==> src/rtl/im_access_arbiter_if.sv <==
// Bus bundle between the instruction-memory arbiter, its two requesters
// (CPU fetch and program loader) and the single-port instruction memory.
interface im_access_arbiter_if #(
    parameter int ADDRWIDTH = 16,
    parameter int DATAWIDTH = 32
);
    // Fetch requester (read-only)
    logic                 fetch_req;
    logic [ADDRWIDTH-1:0] fetch_addr;
    logic                 fetch_gnt;
    logic                 fetch_rvalid;
    logic [DATAWIDTH-1:0] fetch_rdata;

    // Load requester (write-only)
    logic                 load_req;
    logic [ADDRWIDTH-1:0] load_addr;
    logic [DATAWIDTH-1:0] load_wdata;
    logic                 load_gnt;

    // Instruction memory port
    logic                 IM_enable;
    logic                 IM_write;
    logic [ADDRWIDTH-1:0] IM_address;
    logic [DATAWIDTH-1:0] IM_in;
    logic [DATAWIDTH-1:0] IM_out;

    // Arbiter side
    modport slave (
        input  fetch_req, fetch_addr, load_req, load_addr, load_wdata, IM_out,
        output fetch_gnt, fetch_rvalid, fetch_rdata, load_gnt,
               IM_enable, IM_write, IM_address, IM_in
    );

    // Requesters and memory side
    modport master (
        output fetch_req, fetch_addr, load_req, load_addr, load_wdata, IM_out,
        input  fetch_gnt, fetch_rvalid, fetch_rdata, load_gnt,
               IM_enable, IM_write, IM_address, IM_in
    );
endinterface

==> src/rtl/im_access_arbiter.sv <==
// Instruction-memory access arbiter: one IM access per cycle, fetch has
// priority, a starvation counter guarantees the loader a slot after
// MAX_STARVE consecutive fetch grants. Fetch read data returns one cycle
// after grant, aligned with the IM's registered read.
module im_access_arbiter #(
    parameter int ADDRWIDTH  = 16,
    parameter int DATAWIDTH  = 32,
    parameter int MAX_STARVE = 4
) (
    input  logic                clk,
    input  logic                rst,
    im_access_arbiter_if.slave  bus
);

    localparam int            CNT_W     = $clog2(MAX_STARVE + 1);
    localparam logic [CNT_W-1:0] STARVE_MAX = CNT_W'(MAX_STARVE);

    logic [CNT_W-1:0]     starve_cnt;
    logic                 fetch_rvalid_p1;
    logic                 fetch_gnt;
    logic                 load_gnt;
    logic                 im_enable;
    logic                 im_write;
    logic [ADDRWIDTH-1:0] im_address;
    logic [DATAWIDTH-1:0] im_in;

    // Increment that holds at the starvation limit
    function automatic logic [CNT_W-1:0] sat_inc(input logic [CNT_W-1:0] v);
        if (v == STARVE_MAX) return v;
        return v + CNT_W'(1);
    endfunction

    // Grant selection: fetch first unless the loader has waited MAX_STARVE grants
    always_comb begin
        fetch_gnt = 1'b0;
        load_gnt  = 1'b0;
        if (!rst) begin
            if (bus.fetch_req && bus.load_req) begin
                if (starve_cnt == STARVE_MAX) load_gnt  = 1'b1;
                else                          fetch_gnt = 1'b1;
            end else if (bus.fetch_req) begin
                fetch_gnt = 1'b1;
            end else if (bus.load_req) begin
                load_gnt = 1'b1;
            end
        end
    end

    // IM port drive from the winning requester; quiet bus when idle
    always_comb begin
        im_enable  = 1'b0;
        im_write   = 1'b0;
        im_address = '0;
        im_in      = '0;
        if (load_gnt) begin
            im_enable  = 1'b1;
            im_write   = 1'b1;
            im_address = bus.load_addr;
            im_in      = bus.load_wdata;
        end else if (fetch_gnt) begin
            im_enable  = 1'b1;
            im_address = bus.fetch_addr;
        end
    end

    // Count fetch grants won against a waiting loader; clear once it is served or leaves
    always_ff @(posedge clk or posedge rst) begin
        if (rst) begin
            starve_cnt <= '0;
        end else if (load_gnt) begin
            starve_cnt <= '0;
        end else if (fetch_gnt && bus.load_req) begin
            starve_cnt <= sat_inc(starve_cnt);
        end else begin
            starve_cnt <= '0;
        end
    end

    // Read-return strobe: one cycle behind the fetch grant, matching the IM read register
    always_ff @(posedge clk or posedge rst) begin
        if (rst) fetch_rvalid_p1 <= 1'b0;
        else     fetch_rvalid_p1 <= fetch_gnt;
    end

    assign bus.fetch_gnt    = fetch_gnt;
    assign bus.load_gnt     = load_gnt;
    assign bus.fetch_rvalid = fetch_rvalid_p1;
    assign bus.fetch_rdata  = bus.IM_out;
    assign bus.IM_enable    = im_enable;
    assign bus.IM_write     = im_write;
    assign bus.IM_address   = im_address;
    assign bus.IM_in        = im_in;

endmodule

==> src/flat_wrapper.sv <==
// flat-port wrapper written by rule: the top's interface ports become plain ports
module im_access_arbiter_flat 
#(
    parameter int ADDRWIDTH  = 16,
    parameter int DATAWIDTH  = 32,
    parameter int MAX_STARVE = 4
)
  (clk, rst, bus_fetch_req, bus_fetch_addr, bus_load_req, bus_load_addr, bus_load_wdata, bus_IM_out, bus_fetch_gnt, bus_fetch_rvalid, bus_fetch_rdata, bus_load_gnt, bus_IM_enable, bus_IM_write, bus_IM_address, bus_IM_in);
  im_access_arbiter_if #(.ADDRWIDTH(ADDRWIDTH), .DATAWIDTH(DATAWIDTH)) bus_i ();
  input  logic clk;
  input  logic rst;
  input wire logic [$bits(bus_i.fetch_req)-1:0] bus_fetch_req;
  input wire logic [$bits(bus_i.fetch_addr)-1:0] bus_fetch_addr;
  input wire logic [$bits(bus_i.load_req)-1:0] bus_load_req;
  input wire logic [$bits(bus_i.load_addr)-1:0] bus_load_addr;
  input wire logic [$bits(bus_i.load_wdata)-1:0] bus_load_wdata;
  input wire logic [$bits(bus_i.IM_out)-1:0] bus_IM_out;
  output wire logic [$bits(bus_i.fetch_gnt)-1:0] bus_fetch_gnt;
  output wire logic [$bits(bus_i.fetch_rvalid)-1:0] bus_fetch_rvalid;
  output wire logic [$bits(bus_i.fetch_rdata)-1:0] bus_fetch_rdata;
  output wire logic [$bits(bus_i.load_gnt)-1:0] bus_load_gnt;
  output wire logic [$bits(bus_i.IM_enable)-1:0] bus_IM_enable;
  output wire logic [$bits(bus_i.IM_write)-1:0] bus_IM_write;
  output wire logic [$bits(bus_i.IM_address)-1:0] bus_IM_address;
  output wire logic [$bits(bus_i.IM_in)-1:0] bus_IM_in;
  assign bus_i.fetch_req = bus_fetch_req;
  assign bus_i.fetch_addr = bus_fetch_addr;
  assign bus_i.load_req = bus_load_req;
  assign bus_i.load_addr = bus_load_addr;
  assign bus_i.load_wdata = bus_load_wdata;
  assign bus_i.IM_out = bus_IM_out;
  assign bus_fetch_gnt = bus_i.fetch_gnt;
  assign bus_fetch_rvalid = bus_i.fetch_rvalid;
  assign bus_fetch_rdata = bus_i.fetch_rdata;
  assign bus_load_gnt = bus_i.load_gnt;
  assign bus_IM_enable = bus_i.IM_enable;
  assign bus_IM_write = bus_i.IM_write;
  assign bus_IM_address = bus_i.IM_address;
  assign bus_IM_in = bus_i.IM_in;
  im_access_arbiter #(.ADDRWIDTH(ADDRWIDTH), .DATAWIDTH(DATAWIDTH), .MAX_STARVE(MAX_STARVE)) u_core (.clk(clk), .rst(rst), .bus(bus_i));
endmodule
==> config.mk <==
export PLATFORM = sky130hd
export DESIGN_NAME = im_access_arbiter_flat
export DESIGN_NICKNAME = d
export VERILOG_FILES = /design/src/rtl/im_access_arbiter_if.sv /design/src/rtl/im_access_arbiter.sv /design/src/flat_wrapper.sv
export SDC_FILE = /design/constraint.sdc
export NUM_CORES = 1
export LEC_CHECK = 0
export CAP_MARGIN = 20
export CORE_MARGIN = 8
export CORE_UTILIZATION = 19
export DETAILED_ROUTE_END_ITERATION = 12
export GPL_TIMING_DRIVEN = 0
export PLACE_DENSITY = 0.83
export SETUP_SLACK_MARGIN = 0.15
export SYNTH_ARGS = -nofsm -noshare
export SYNTH_HDL_FRONTEND = slang
export SYNTH_SLANG_ARGS = --single-unit
==> constraint.sdc <==
create_clock -name clk -period 1.75 [get_ports clk]
set_clock_uncertainty 0.1 [all_clocks]
set_input_delay 0.175 -clock clk [delete_from_list [all_inputs] [get_ports clk]]
set_output_delay 0.175 -clock clk [all_outputs]
set_load 0.01 [all_outputs]
==> flow_summary.yaml <==
run_status:
  status: "complete, but fails checks"
  violations: "setup timing"
logic_synthesis:
  synth_area_leaders: "buf_4 31%, and2_1 23%, dfrtp_1 11%, a22o_1 8.9%, a22o_2 7.9%"
  synth_top_area_share: 0.306
  seq_area_frac_synth: 0.113
  synth-seq-cells: 4
  synthXorXnorAreaFrac: 0
  synth_cell_types: 19
  syn_area_per_cell_sq_um: 7.82
  synthesis.nets: 215
  syn_area_sq_um: 883
  syn-instance-count: 113
  muxShareOfSynthArea: 0.0113
  synth_compound_area_frac: 0.187
  synth_fa_ha_area_frac: 0.0283
  synth_area_leader_cell: "buf_4"
  synth_top_family_by_area: "buffers and inverters"
  yosysWarnings: 0
  synth_simple_gate_area_frac: 0.297
drt:
  routedWlPerCell_microns: 17.1
  wl_met2_microns: 2820
  vias_per_cell: 4.23
  top_layer_used: "met4"
  num_vias: 1421
  antenna_left: 0
  totalWireLength_microns: 5760
  drt_iter0_markers: 28
  dr_wl_met3_microns: 944
  drc: 0
  wl_met1_microns: 1960
  first_pass_iters: 4
final_layout:
  nets: 386
  layout_common_cells: "98 x clkdlybuf4s50_1, 39 x buf_4, 32 x buf_6"
  area_growth_pct: 210
  n_antenna_cell: 0
  final_common_cell: "clkdlybuf4s50_1"
  num-fill-cells: 379
  drive_gt1_frac: 0.472
  final_cells: 336
  fin_area_sq_mm: 0.00274
  fin_util: 0.596
grt:
  grt_antenna_before_repair: 0
  grt_pass1_vias: 1572
  track_usage: 0.140
  grt_pass1_wl_microns: 8160
  grt_max_degree: 12
  overflow: 0
timing:
  setup_slack_ps: -173
  max_freq_ghz: 0.520
  hold_viol_final: 0
  rsz0062_at_grt: "true"
  worstMarginPinSlew_ps: 182
  min_period_ps: 1920
  slew_headroom: 0.879
  setup_viol_count_final: 50
  finalCritPeriodShare: 1.10
  slew_viol_final: 0
  setup_tns_ps: -4770
placement:
  post-place-ws_ps: -587
  portBuffers: 152
  hpwl_microns: 4790
  place_congestion: 0.685
  dpl_cell_area_sq_mm: 0.00248
  dp_cells: 319
cts:
  root_buffer: "clkbuf_8"
  htreeDepth: 1
  cts_tree: "built"
  clock-sinks: 4
  clk_pin_slew_ps: 30
  numCtsBuffers: 3
  clk_latency_ps: 210
  clockBufferDepth: 2
die:
  io_pins: 185
  fp.coreArea_sq_mm: 0.00460
  start_util: 0.192
  die_w_microns: 84.2
  die_h_microns: 84.2
  dieArea_sq_mm: 0.00709
  placementRows: 25
power:
  powerDensity_mw_per_mm2: 309
  p_leak_nw: 1.34
  vdd_drop_max_uv: 206
critical_path:
  worstPathRequired_ps: 1470
  critPathKind: "reg -> out"
  worstPathArrival_ps: 1650
  cp-start-kind: "register"
  end_kind: "output port"
  worstPathMaxFanout: 6
worst_hold_path:
  min_path_type: "in -> async"
run:
  drv_cap: 0
==> final cells by class <==
type / count / area (sq um) / share of cell area
Multi-Input combinational cell: 65 / 553 / 0.202
Buffer: 40 / 348 / 0.127
Clock buffer: 3 / 41.3 / 0.0151
Inverter: 4 / 15.0 / 0.00548
Tap cell: 54 / 67.6 / 0.0247
Sequential cell: 4 / 100 / 0.0365
Timing Repair Buffer: 166 / 1610 / 0.589
==> registers in the layout, summed over array words and instances, names as in the netlist <==
register                 count
u_core.starve_cnt            3
u_core.bus.fetch_rvalid      1
==> synth_stat cells, drive strengths merged <==
cell type and count:
a21oi 1, a22o 16, and2 33, and2b 1, buf 39, clkbuf 1
dfrtp 4, ha 2, inv 4, mux2i 1, nand2 2, nand2b 1
nand3 2, nor2 6
==> logic make-up after synthesis <==
kind of cell / after synthesis
muxes: 1
DFF: 4
buffers and inverters: 44
AOI/OAI and AO/OA: 17
adders and majority gates: 2
and+or+nand+nor: 45
==> metrics by stage <==
step           hold WS (ps)  total power, mW
3_3_place_gp            342            0.602
4_1_cts                 127            0.815
2_1_floorplan          -159            0.273
5_1_grt                 389            0.893
6_report                364            0.846
3_5_place_dp            352            0.612
==> final timing paths <==
check,start,to,slack [ps],depth (start not counted)
setup / recovery,u_core.starve_cnt[0]$_DFFE_PP0P_,bus_IM_address[15],-170,9
min in group clk,rst,u_core.starve_cnt[2]$_DFFE_PP0P_,390,4
max in group asynchronous,rst,u_core.starve_cnt[0]$_DFFE_PP0P_,1030,3
hold / removal,rst,u_core.starve_cnt[1]$_DFFE_PP0P_,360,3
setup reg to reg,u_core.starve_cnt[1]$_DFFE_PP0P_,u_core.bus.fetch_rvalid$_DFF_PP0_,160,8
hold reg to reg,u_core.starve_cnt[0]$_DFFE_PP0P_,u_core.starve_cnt[0]$_DFFE_PP0P_,440,2
==> where the power goes <==
| part | switching, mW | internal, mW | total, mW | leakage [nW] |
|---|---|---|---|---|
| logic | 0.175 | 0.388 | 0.564 | 1.26 |
| registers | 0.000953 | 0.0955 | 0.0965 | 0.0543 |
| clock network | 0.0402 | 0.146 | 0.186 | 0.0216 |
==> metal layers <==
metal | GRT usage | up-vias
li1 | - | 673
met1 | 0.131 | 624
met2 | 0.251 | 122
met3 | 0.0891 | 2
met4 | 0.0283 | 0
met5 | 0 | -
==> critical path, cell delays in order (launching register included) <==
cell     delay [ps]
dfrtp_1         340
inv_2            50
ha_4            160
nand2_4          70
a21oi_4          60
buf_12          140
buf_8           130
buf_4           130
a22o_4          230
buf_6           120
==> repair_timing <==
| action | 4_1_cts | 5_1_grt |
|---|---|---|
| setup endpoints to repair | 52 | 52 |
| pin swaps | 15 | 6 |
| buffers inserted | 7 | 1 |
| gates cloned | 2 | 3 |
| gates resized for setup | 249 | 28 |
| hold endpoints to repair | 0 | 4 |
| hold buffers | 0 | 1 |
(Power assumes the default switching activity.)
==> RTL edit: new RTL, same flow settings <==
Make the reset (`rst`) synchronous in 2 clocked blocks.
--- a/src/rtl/im_access_arbiter.sv
+++ b/src/rtl/im_access_arbiter.sv
@@ -64,7 +64,7 @@
     end
 
     // Count fetch grants won against a waiting loader; clear once it is served or leaves
-    always_ff @(posedge clk or posedge rst) begin
+    always_ff @(posedge clk) begin
         if (rst) begin
             starve_cnt <= '0;
         end else if (load_gnt) begin
@@ -77,7 +77,7 @@
     end
 
     // Read-return strobe: one cycle behind the fetch grant, matching the IM read register
-    always_ff @(posedge clk or posedge rst) begin
+    always_ff @(posedge clk) begin
         if (rst) fetch_rvalid_p1 <= 1'b0;
         else     fetch_rvalid_p1 <= fetch_gnt;
     end
Check against the original RTL: differs if rst is asserted again (counterexample within 4 cycles, from zero or initial values and one cycle with rst high); with rst held inactive, the same outputs for 10 cycles.
==> RTL edit against the original RTL <==
The flow still finishes with violations (negative setup slack). Register-to-register slack better by 160 ps. Setup slack better by 100 ps. Final cell count increased by 20%. Routed wire length grew 30%. Worst hold slack gained 45 ps. Synthesized area grew 30%. Largest cell class unchanged. Power increased by 11%. Sequential cell count unchanged. Final area grew 17%.
==> RTL edit: results (changes against the original RTL) <==
Nets = 433 (+12%)
Sequential area share after synthesis = 6.972% (-4.4 points)
Adder-Cell Fraction of Synth Area = 2.179% (-0.65 points)
Placed Cells = 381 (+19%)
Post-synth top flop = dfxtp_1
Bufs w/o clock = 224 (+8.7%)
Sw Pwr = 0.2794 mW (+29%)
Multiplexer share of the synthesized area = 0% (-1.1 points)
Non-clock inverter total of the final layout = 2 (-2)
# setup viols final = 20 (-60%)
First-pass GRT wire length = 10740 µm (+32%)
Seq area share = 2.584% (-1.1 points)
Worst-margin pin slew = 245.1 ps (+63.50 ps)
GPL Wtd Cong = 0.8186 (+20%)
Worst Path Arrival = 1550 ps (-100 ps)
Post-layout util = 54.29% (-5.3 points)
Top area cells in the synthesized netlist = buf_4 22%, nand3b_1 22%, nor3b_1 21%
Syn Nets = 256 (+19%)
Vias in the first global route = 2018 (+28%)
Final HPWL DP = 5617 µm (+17%)
ClkCell Share = 1.292% (-0.22 points)
Num tapcells = 75 (+39%)
Critical path endpoint = bus_IM_address[11]
Mapped Cells = 154 (+36%)
Post-route setup TNS = -550.8 ps (+4218 ps)
Synth cell types = 18 (-1)
Synth cell count leaders = 34 x buf_4, 33 x nand3b_1, 32 x nor3b_1
Crit-path max FO = 5 (-1)
Combinational power = 0.650 mW (+15%)
Ratio of cells with drive above 1 in the final layout = 48.94% (+1.8 points)
R2r worst-path depth = 7 (-1)
Ys async rst share = 0% (-100 points)
Maximum VDD drop = 0.1494 mV (-28%)
Setup WS pre-CTS = -633.9 ps (-46.72 ps)
Largest net degree at the start of global routing = 11 (-1)
Final-layout non-clock buffer area share = 63.35% (-8.3 points)
Final hold slack = 409.0 ps (+45.38 ps)
Fraction of area in multi-input gates = 29.60% (+9.4 points)
Worst flop-to-flop path endpoint = u_core.bus.fetch_rvalid
Worst setup margin = -70.35 ps (+103.0 ps)
Sequential Power Share = 10.2% (-1.2 points)
Synth Area in Compound Gates = 10.13% (-8.6 points)
Failing checks = negative setup slack
Status = finished with violations
Via count = 1828 (+29%)
Initial DRC count = 70 (+150%)
Lkg Pwr = 1.368 nW (+2.2%)
DR vias/cell = 4.525 (+7.0%)
-- RTL edit: routing by layer --
layer  GRT usage [%]  routed length, µm
met2           29.23               3786
met4           4.888                 70
met5               0                  0
met3           5.516                848
met1           14.98               2749
-- RTL edit: cells by family (layout without fill, tap and decap cells) --
group | after synthesis | in the layout
adder cells (fa/ha/maj) | 2 | 2
buffers and inverters | 54 | 229
flip-flops | 4 | 4
AO/OA/AOI/OAI | 18 | 18
AND/OR/NAND/NOR | 76 | 76
-- RTL edit: what timing repair did --
item,in CTS,in global routing
pin swaps,13,5
endpoints found under the setup margin,52,52
resized for setup,280,14
buffers inserted,10,5
cloned,4,1
-- RTL edit: worst max-delay path, stage by stage (launching register included) --
cell and delay (ps):
dfxtp_2 320, inv_2 40, ha_4 170, and3_4 190, buf_8 140, buf_8 140, o22ai_2 170, buf_2 160
